## src/rtl/e203_commit_monitor.sv

```systemverilog
// Commit-stream test monitor: RUN/DRAIN/DONE sequencing, cycle and instruction
// counters, and per-channel PC watch hit counters with first-hit timestamps.

module e203_commit_watch_ch #(
  parameter int PC_W  = 32,
  parameter int CNT_W = 32
) (
  input  logic             clk,
  input  logic             rst_n,
  input  logic             clr_i,
  input  logic             act_i,
  input  logic             cmt_valid_i,
  input  logic [PC_W-1:0]  cmt_pc_i,
  input  logic [PC_W-1:0]  watch_pc_i,
  input  logic [CNT_W-1:0] cyc_i,
  output logic             first_o,
  output logic [CNT_W-1:0] hit_cnt_o,
  output logic [CNT_W-1:0] first_cyc_o,
  output logic             first_vld_o
);
  logic             hit;
  logic [CNT_W-1:0] hit_cnt_q, hit_cnt_d, first_cyc_q, first_cyc_d;
  logic             first_vld_q, first_vld_d;

  assign hit     = act_i && cmt_valid_i && (cmt_pc_i == watch_pc_i);
  assign first_o = hit && !first_vld_q;

  always_comb begin
    hit_cnt_d   = hit_cnt_q;
    first_cyc_d = first_cyc_q;
    first_vld_d = first_vld_q;
    if (clr_i) begin
      hit_cnt_d   = '0;
      first_cyc_d = '0;
      first_vld_d = 1'b0;
    end else begin
      if (hit && hit_cnt_q != '1) hit_cnt_d = hit_cnt_q + CNT_W'(1);
      if (first_o) begin
        first_cyc_d = cyc_i;
        first_vld_d = 1'b1;
      end
    end
  end

  always_ff @(posedge clk or negedge rst_n) begin
    if (!rst_n) begin
      hit_cnt_q   <= '0;
      first_cyc_q <= '0;
      first_vld_q <= 1'b0;
    end else begin
      hit_cnt_q   <= hit_cnt_d;
      first_cyc_q <= first_cyc_d;
      first_vld_q <= first_vld_d;
    end
  end

  assign hit_cnt_o   = hit_cnt_q;
  assign first_cyc_o = first_cyc_q;
  assign first_vld_o = first_vld_q;
endmodule

module e203_commit_monitor #(
  parameter int          PC_W        = 32,
  parameter int          CNT_W       = 32,
  parameter int          NUM_WATCH   = 4,
  parameter int          END_CH      = 0,
  parameter logic [31:0] PASS_SIG    = 32'hdeadbeef,
  parameter int          DRAIN_CYC   = 8,
  parameter int          TIMEOUT_CYC = 10000000
) (
  input  logic                      clk,
  input  logic                      rst_n,
  input  logic                      start,
  input  logic [NUM_WATCH*PC_W-1:0] watch_pc,
  input  logic                      cmt_valid,
  input  logic [PC_W-1:0]           cmt_pc,
  input  logic                      ir_valid,
  input  logic                      ir_ready,
  input  logic [31:0]               sig_val,
  input  logic [3:0]                rd_idx,
  output logic [CNT_W-1:0]          rd_hit_cnt,
  output logic [CNT_W-1:0]          rd_first_cyc,
  output logic                      rd_first_vld,
  output logic [CNT_W-1:0]          cycle_cnt,
  output logic [CNT_W-1:0]          instr_cnt,
  output logic [CNT_W-1:0]          end_cyc,
  output logic                      end_seen,
  output logic [1:0]                state,
  output logic                      done,
  output logic                      pass,
  output logic                      timeout
);
  typedef enum logic [1:0] {S_IDLE = 2'd0, S_RUN = 2'd1, S_DRAIN = 2'd2, S_DONE = 2'd3} state_t;

  localparam int               DRN_W    = $clog2(DRAIN_CYC) + 1;
  localparam logic [DRN_W-1:0] DRN_LAST = DRN_W'(DRAIN_CYC - 1);
  localparam logic [63:0]      TO_LAST  = 64'(TIMEOUT_CYC - 1);

  state_t             state_q, state_d;
  logic [CNT_W-1:0]   cyc_q, cyc_d, ins_q, ins_d, end_cyc_q, end_cyc_d;
  logic [DRN_W-1:0]   drn_q, drn_d;
  logic               end_seen_q, end_seen_d, done_q, done_d, pass_q, pass_d, tmo_q, tmo_d;
  logic               clr, act, to_hit;

  logic [NUM_WATCH-1:0]            ch_first, ch_vld;
  logic [NUM_WATCH-1:0][CNT_W-1:0] ch_hit, ch_fcyc;

  // start only restarts from an idle/finished run; it is ignored while testing
  assign clr    = start && (state_q == S_IDLE || state_q == S_DONE);
  assign act    = (state_q == S_RUN) || (state_q == S_DRAIN);
  assign to_hit = (64'(cyc_q) == TO_LAST);

  for (genvar i = 0; i < NUM_WATCH; i++) begin : g_ch
    e203_commit_watch_ch #(.PC_W(PC_W), .CNT_W(CNT_W)) u_ch (
      .clk         (clk),
      .rst_n       (rst_n),
      .clr_i       (clr),
      .act_i       (act),
      .cmt_valid_i (cmt_valid),
      .cmt_pc_i    (cmt_pc),
      .watch_pc_i  (watch_pc[i*PC_W +: PC_W]),
      .cyc_i       (cyc_q),
      .first_o     (ch_first[i]),
      .hit_cnt_o   (ch_hit[i]),
      .first_cyc_o (ch_fcyc[i]),
      .first_vld_o (ch_vld[i])
    );
  end

  always_comb begin
    state_d    = state_q;
    cyc_d      = cyc_q;
    ins_d      = ins_q;
    end_seen_d = end_seen_q;
    end_cyc_d  = end_cyc_q;
    done_d     = done_q;
    pass_d     = pass_q;
    tmo_d      = tmo_q;
    drn_d      = '0;
    if (act && cyc_q != '1) cyc_d = cyc_q + CNT_W'(1);
    if (state_q == S_RUN && ir_valid && ir_ready && !end_seen_q && ins_q != '1)
      ins_d = ins_q + CNT_W'(1);
    if (ch_first[END_CH]) begin
      end_seen_d = 1'b1;
      end_cyc_d  = cyc_q;
    end
    case (state_q)
      S_IDLE, S_DONE: if (start) state_d = S_RUN;
      S_RUN: begin
        // signature match takes priority over a coincident timeout
        if (sig_val == PASS_SIG) state_d = S_DRAIN;
        else if (to_hit) begin
          state_d = S_DONE;
          done_d  = 1'b1;
          tmo_d   = 1'b1;
          pass_d  = 1'b0;
        end
      end
      S_DRAIN: begin
        drn_d = drn_q + DRN_W'(1);
        if (drn_q == DRN_LAST) begin
          state_d = S_DONE;
          done_d  = 1'b1;
          pass_d  = 1'b1;
          tmo_d   = 1'b0;
        end
      end
      default: ;
    endcase
    if (clr) begin
      cyc_d      = '0;
      ins_d      = '0;
      end_seen_d = 1'b0;
      end_cyc_d  = '0;
      done_d     = 1'b0;
      pass_d     = 1'b0;
      tmo_d      = 1'b0;
    end
  end

  always_ff @(posedge clk or negedge rst_n) begin
    if (!rst_n) begin
      state_q    <= S_IDLE;
      cyc_q      <= '0;
      ins_q      <= '0;
      end_seen_q <= 1'b0;
      end_cyc_q  <= '0;
      drn_q      <= '0;
      done_q     <= 1'b0;
      pass_q     <= 1'b0;
      tmo_q      <= 1'b0;
    end else begin
      state_q    <= state_d;
      cyc_q      <= cyc_d;
      ins_q      <= ins_d;
      end_seen_q <= end_seen_d;
      end_cyc_q  <= end_cyc_d;
      drn_q      <= drn_d;
      done_q     <= done_d;
      pass_q     <= pass_d;
      tmo_q      <= tmo_d;
    end
  end

  always_comb begin
    rd_hit_cnt   = '0;
    rd_first_cyc = '0;
    rd_first_vld = 1'b0;
    for (int i = 0; i < NUM_WATCH; i++) begin
      if (rd_idx == 4'(i)) begin
        rd_hit_cnt   = ch_hit[i];
        rd_first_cyc = ch_fcyc[i];
        rd_first_vld = ch_vld[i];
      end
    end
  end

  assign cycle_cnt = cyc_q;
  assign instr_cnt = ins_q;
  assign end_cyc   = end_cyc_q;
  assign end_seen  = end_seen_q;
  assign state     = state_q;
  assign done      = done_q;
  assign pass      = pass_q;
  assign timeout   = tmo_q;
endmodule
```

## config.mk

```make
export PLATFORM = sky130hd
export DESIGN_NAME = e203_commit_monitor
export DESIGN_NICKNAME = d
export VERILOG_FILES = /design/src/rtl/e203_commit_monitor.sv
export SDC_FILE = /design/constraint.sdc
export NUM_CORES = 1
export LEC_CHECK = 0
export BUFFER_PORTS_ARGS = -buffer_cell sky130_fd_sc_hd__buf_2
export CORE_ASPECT_RATIO = 1.2
export CORE_UTILIZATION = 53
export CTS_BUF_LIST = sky130_fd_sc_hd__clkbuf_2
export DETAILED_ROUTE_END_ITERATION = 8
export PLACE_DENSITY = 0.79
export SYNTH_ARGS = -nofsm -noshare
export SYNTH_HDL_FRONTEND = slang
export SYNTH_HIERARCHICAL = 1
export SYNTH_SLANG_ARGS = --single-unit
```

## constraint.sdc

```tcl
create_clock -name clk -period 3.7 [get_ports clk]
set_input_delay 0.74 -clock clk [delete_from_list [all_inputs] [get_ports clk]]
set_output_delay 0.74 -clock clk [all_outputs]
set_load 0.02 [all_outputs]
```

==> results.tsv <==
metric	value	unit
status	finished, final reports clean	
final setup fails	0	
gr usage total	31.4	%
Critical Path Slowest Stage Cell	or4_1	
number of global-route vias before repair	18601	
CP startpoint	state[0]$_DFFE_PN0P_	
Mapped Nets	2307	
required time of the critical path	4630	ps
crit-path cells	inv_1, ha_1, inv_1, nand3_1, or4_1, nor3_4, nand2_2, or4_1, a21oi_1	
CTS tree	yes	
Area Overhead vs Synth	16.3	%
layout cell share with drive strength beyond 1	26.5	%
vias	18761	
crit path max fanout	26	
maximum root-to-sink buffer count	3	
crit path DAT	4130	ps
crit path capture type	flop	
Die Width	185	µm
Detail Placement HPWL	45100	µm
synthesized cell area	21300	µm²
Slowest Stage Delay on Critical Path	600	ps
first-pass GRT wire length	100000	µm
yosys warns	6	
Leak	12.1	nW
gp weighted congestion	1.01	
Placeable Area	39600	µm²
row count	80	
# nets final	2715	
initial antenna violation count	1	
Post-Place Cell Area	23800	µm²
I/O Pins	369	
end of the critical path	g_ch[1].u_ch/hit_cnt_o[25]$_DFFE_PN0P_	
RSZ-0062 raised after global routing	false	
vias per inst	6.04	
Post-route DRC	0	
CTS Buf Count	93	
Top delay family on crit path	simple AND/OR/NAND/NOR gates	
cell count after synthesis	2096	
Worst-Margin Slew	999	ps
clock skew	105	ps
Chip Height	221	µm
Total Wirelength	62800	µm
Reg clk slew, reported paths	110	ps
critical path depth in cells	9	
starting density of the core	53.7	%
TritonRoute pass-1 iters	6	
period utilisation layout	86.5	%
max-cap check violation count	0	
Slew headroom	33.1	%
Die Area	41000	µm²
setup repair bufs after CTS	0	
Worst-Skew Late Latency	1090	ps
Mean Syn Cell Area	10.2	µm²
Slew Limit Fails	0	
H-tree Lvls	3	
Reg2Reg Setup Slack	500	ps
worst min path class	input pin to flop	
wire length per cell	20.2	µm
final antenna-violating net count	0	
critical path type	flop to flop	
DRT iter0 DRCs	1590	
final setup TNS	0	ps
CTS root buf	clkbuf_2	
PD cells	363	nW/µm²
Max VDD drop	483	µV
Port Buffers	368	
CTS sink count	366	
CP Launch Type	flop	
post-route cell area	24700	µm²
pin count of the biggest net entering global routing	90	
Worst R2R End	g_ch[1].u_ch/hit_cnt_o[25]$_DFFE_PN0P_	
Congestion Overflow GR	0	
crit path buf inv count	2	
Worst R2R Start	state[0]$_DFFE_PN0P_	
worst r2r path cells	9	
Fin. Hold Viols	0	
Tmin final	3200	ps
Max Fclk	313	MHz
-- where the power goes --
group | internal, mW | switching, mW
logic | 0.557 | 1.38
clock network | 1.19 | 1.71
registers | 4.05 | 0.101
-- final cells by class --
| class | instances | area [µm²] |
|---|---|---|
| inverters | 33 | 131 |
| clock inverters | 29 | 208 |
| fillers | 3370 | 14900 |
| repair buffers | 428 | 2430 |
| multi-input cells | 1582 | 11500 |
| diodes | 1 | 2.50 |
| well taps | 533 | 667 |
| flip-flops and latches | 366 | 9160 |
| clock buffers | 134 | 671 |
-- stage by stage --
| step | worst slack [ps] | total power, mW | cells | hold slack [ps] | util [%] |
|---|---|---|---|---|---|
| 3_5_place_dp | 303 | 6.14 | 2941 | 459 | 60.2 |
| 5_1_grt | 322 | 9.43 | 3106 | 82.2 | 62.4 |
| 2_1_floorplan | 57.2 | 5.35 | 2096 | 431 | - |
| 3_3_place_gp | 310 | 6.10 | 2941 | 449 | 60.2 |
| 4_1_cts | 412 | 9.05 | 3105 | 0.864 | 62.4 |
| 6_report | 501 | 8.99 | 3106 | 101 | 62.4 |
-- worst min-delay path by stage --
stage / start / to / slack [ps] / cells after the start
floorplan: drn_q[0]$_DFF_PN0_ / drn_q[0]$_DFF_PN0_ / 430 / 1
global placement: drn_q[0]$_DFF_PN0_ / drn_q[0]$_DFF_PN0_ / 450 / 1
detailed placement: drn_q[0]$_DFF_PN0_ / drn_q[0]$_DFF_PN0_ / 460 / 1
CTS: start / state[1]$_DFFE_PN0P_ / 0.9 / 4
global route: start / state[1]$_DFFE_PN0P_ / 80 / 4
finish: start / state[1]$_DFFE_PN0P_ / 100 / 4
-- worst reg2reg max path: cells and delay by family, from the launching register on --
| kind | cells | cell delay [ps] |
|---|---|---|
| adder cells (fa/ha/maj) | 1 | 310 |
| flip-flops | 1 | 420 |
| AND/OR/NAND/NOR | 5 | 1950 |
| buffers and inverters | 2 | 260 |
| AO/OA/AOI/OAI | 1 | 160 |
-- placed cells by master, fill, tap and decap left out, drive strengths merged, types with 3 or more instances in the layout --
cell type,n
buf,427
dfrtp,366
nor2,235
mux2i,173
clkbuf,134
a21oi,122
xnor2,108
nand3,98
nand2,92
o21ai,86
or3,83
nor2b,82
nand4,76
mux4,65
or4,55
o31ai,54
xor2,50
inv,34
nor4,34
and3,29
clkinv,25
nor3,18
and2,14
and4,12
o211ai,11
mux2,10
ha,9
nand4b,8
nand2b,8
or2,6
o31a,6
o21ba,6
nor4b,5
o2111ai,4
a211oi,3
bufinv,3
-- registers in the layout (all words and copies together) (netlist names) --
| signal | count |
|---|---|
| state | 2 |
| cycle_cnt | 32 |
| end_cyc | 32 |
| timeout | 1 |
| instr_cnt | 32 |
| g_ch.u_ch/first_cyc_o | 128 |
| done | 1 |
| end_seen | 1 |
| pass | 1 |
| drn_q | 4 |
| g_ch.u_ch/hit_cnt_o | 128 |
| g_ch.u_ch/first_vld_o | 4 |
-- per-layer routing --
metal	share of wire, %	global-route usage [%]	wire length, µm	up-vias
li1	-	-	-	8539
met5	0	0	0	-
met4	2.9	12.2	1810	0
met2	50	51.5	31100	765
met1	41	41.2	25700	9345
met3	6.6	5.56	4120	112
-- timing repair --
item	in CTS	in global routing
gates resized for setup	0	0
hold endpoints to repair	75	0
hold buffers	1	0
No activity file was read; power rests on OpenSTA's default activity.
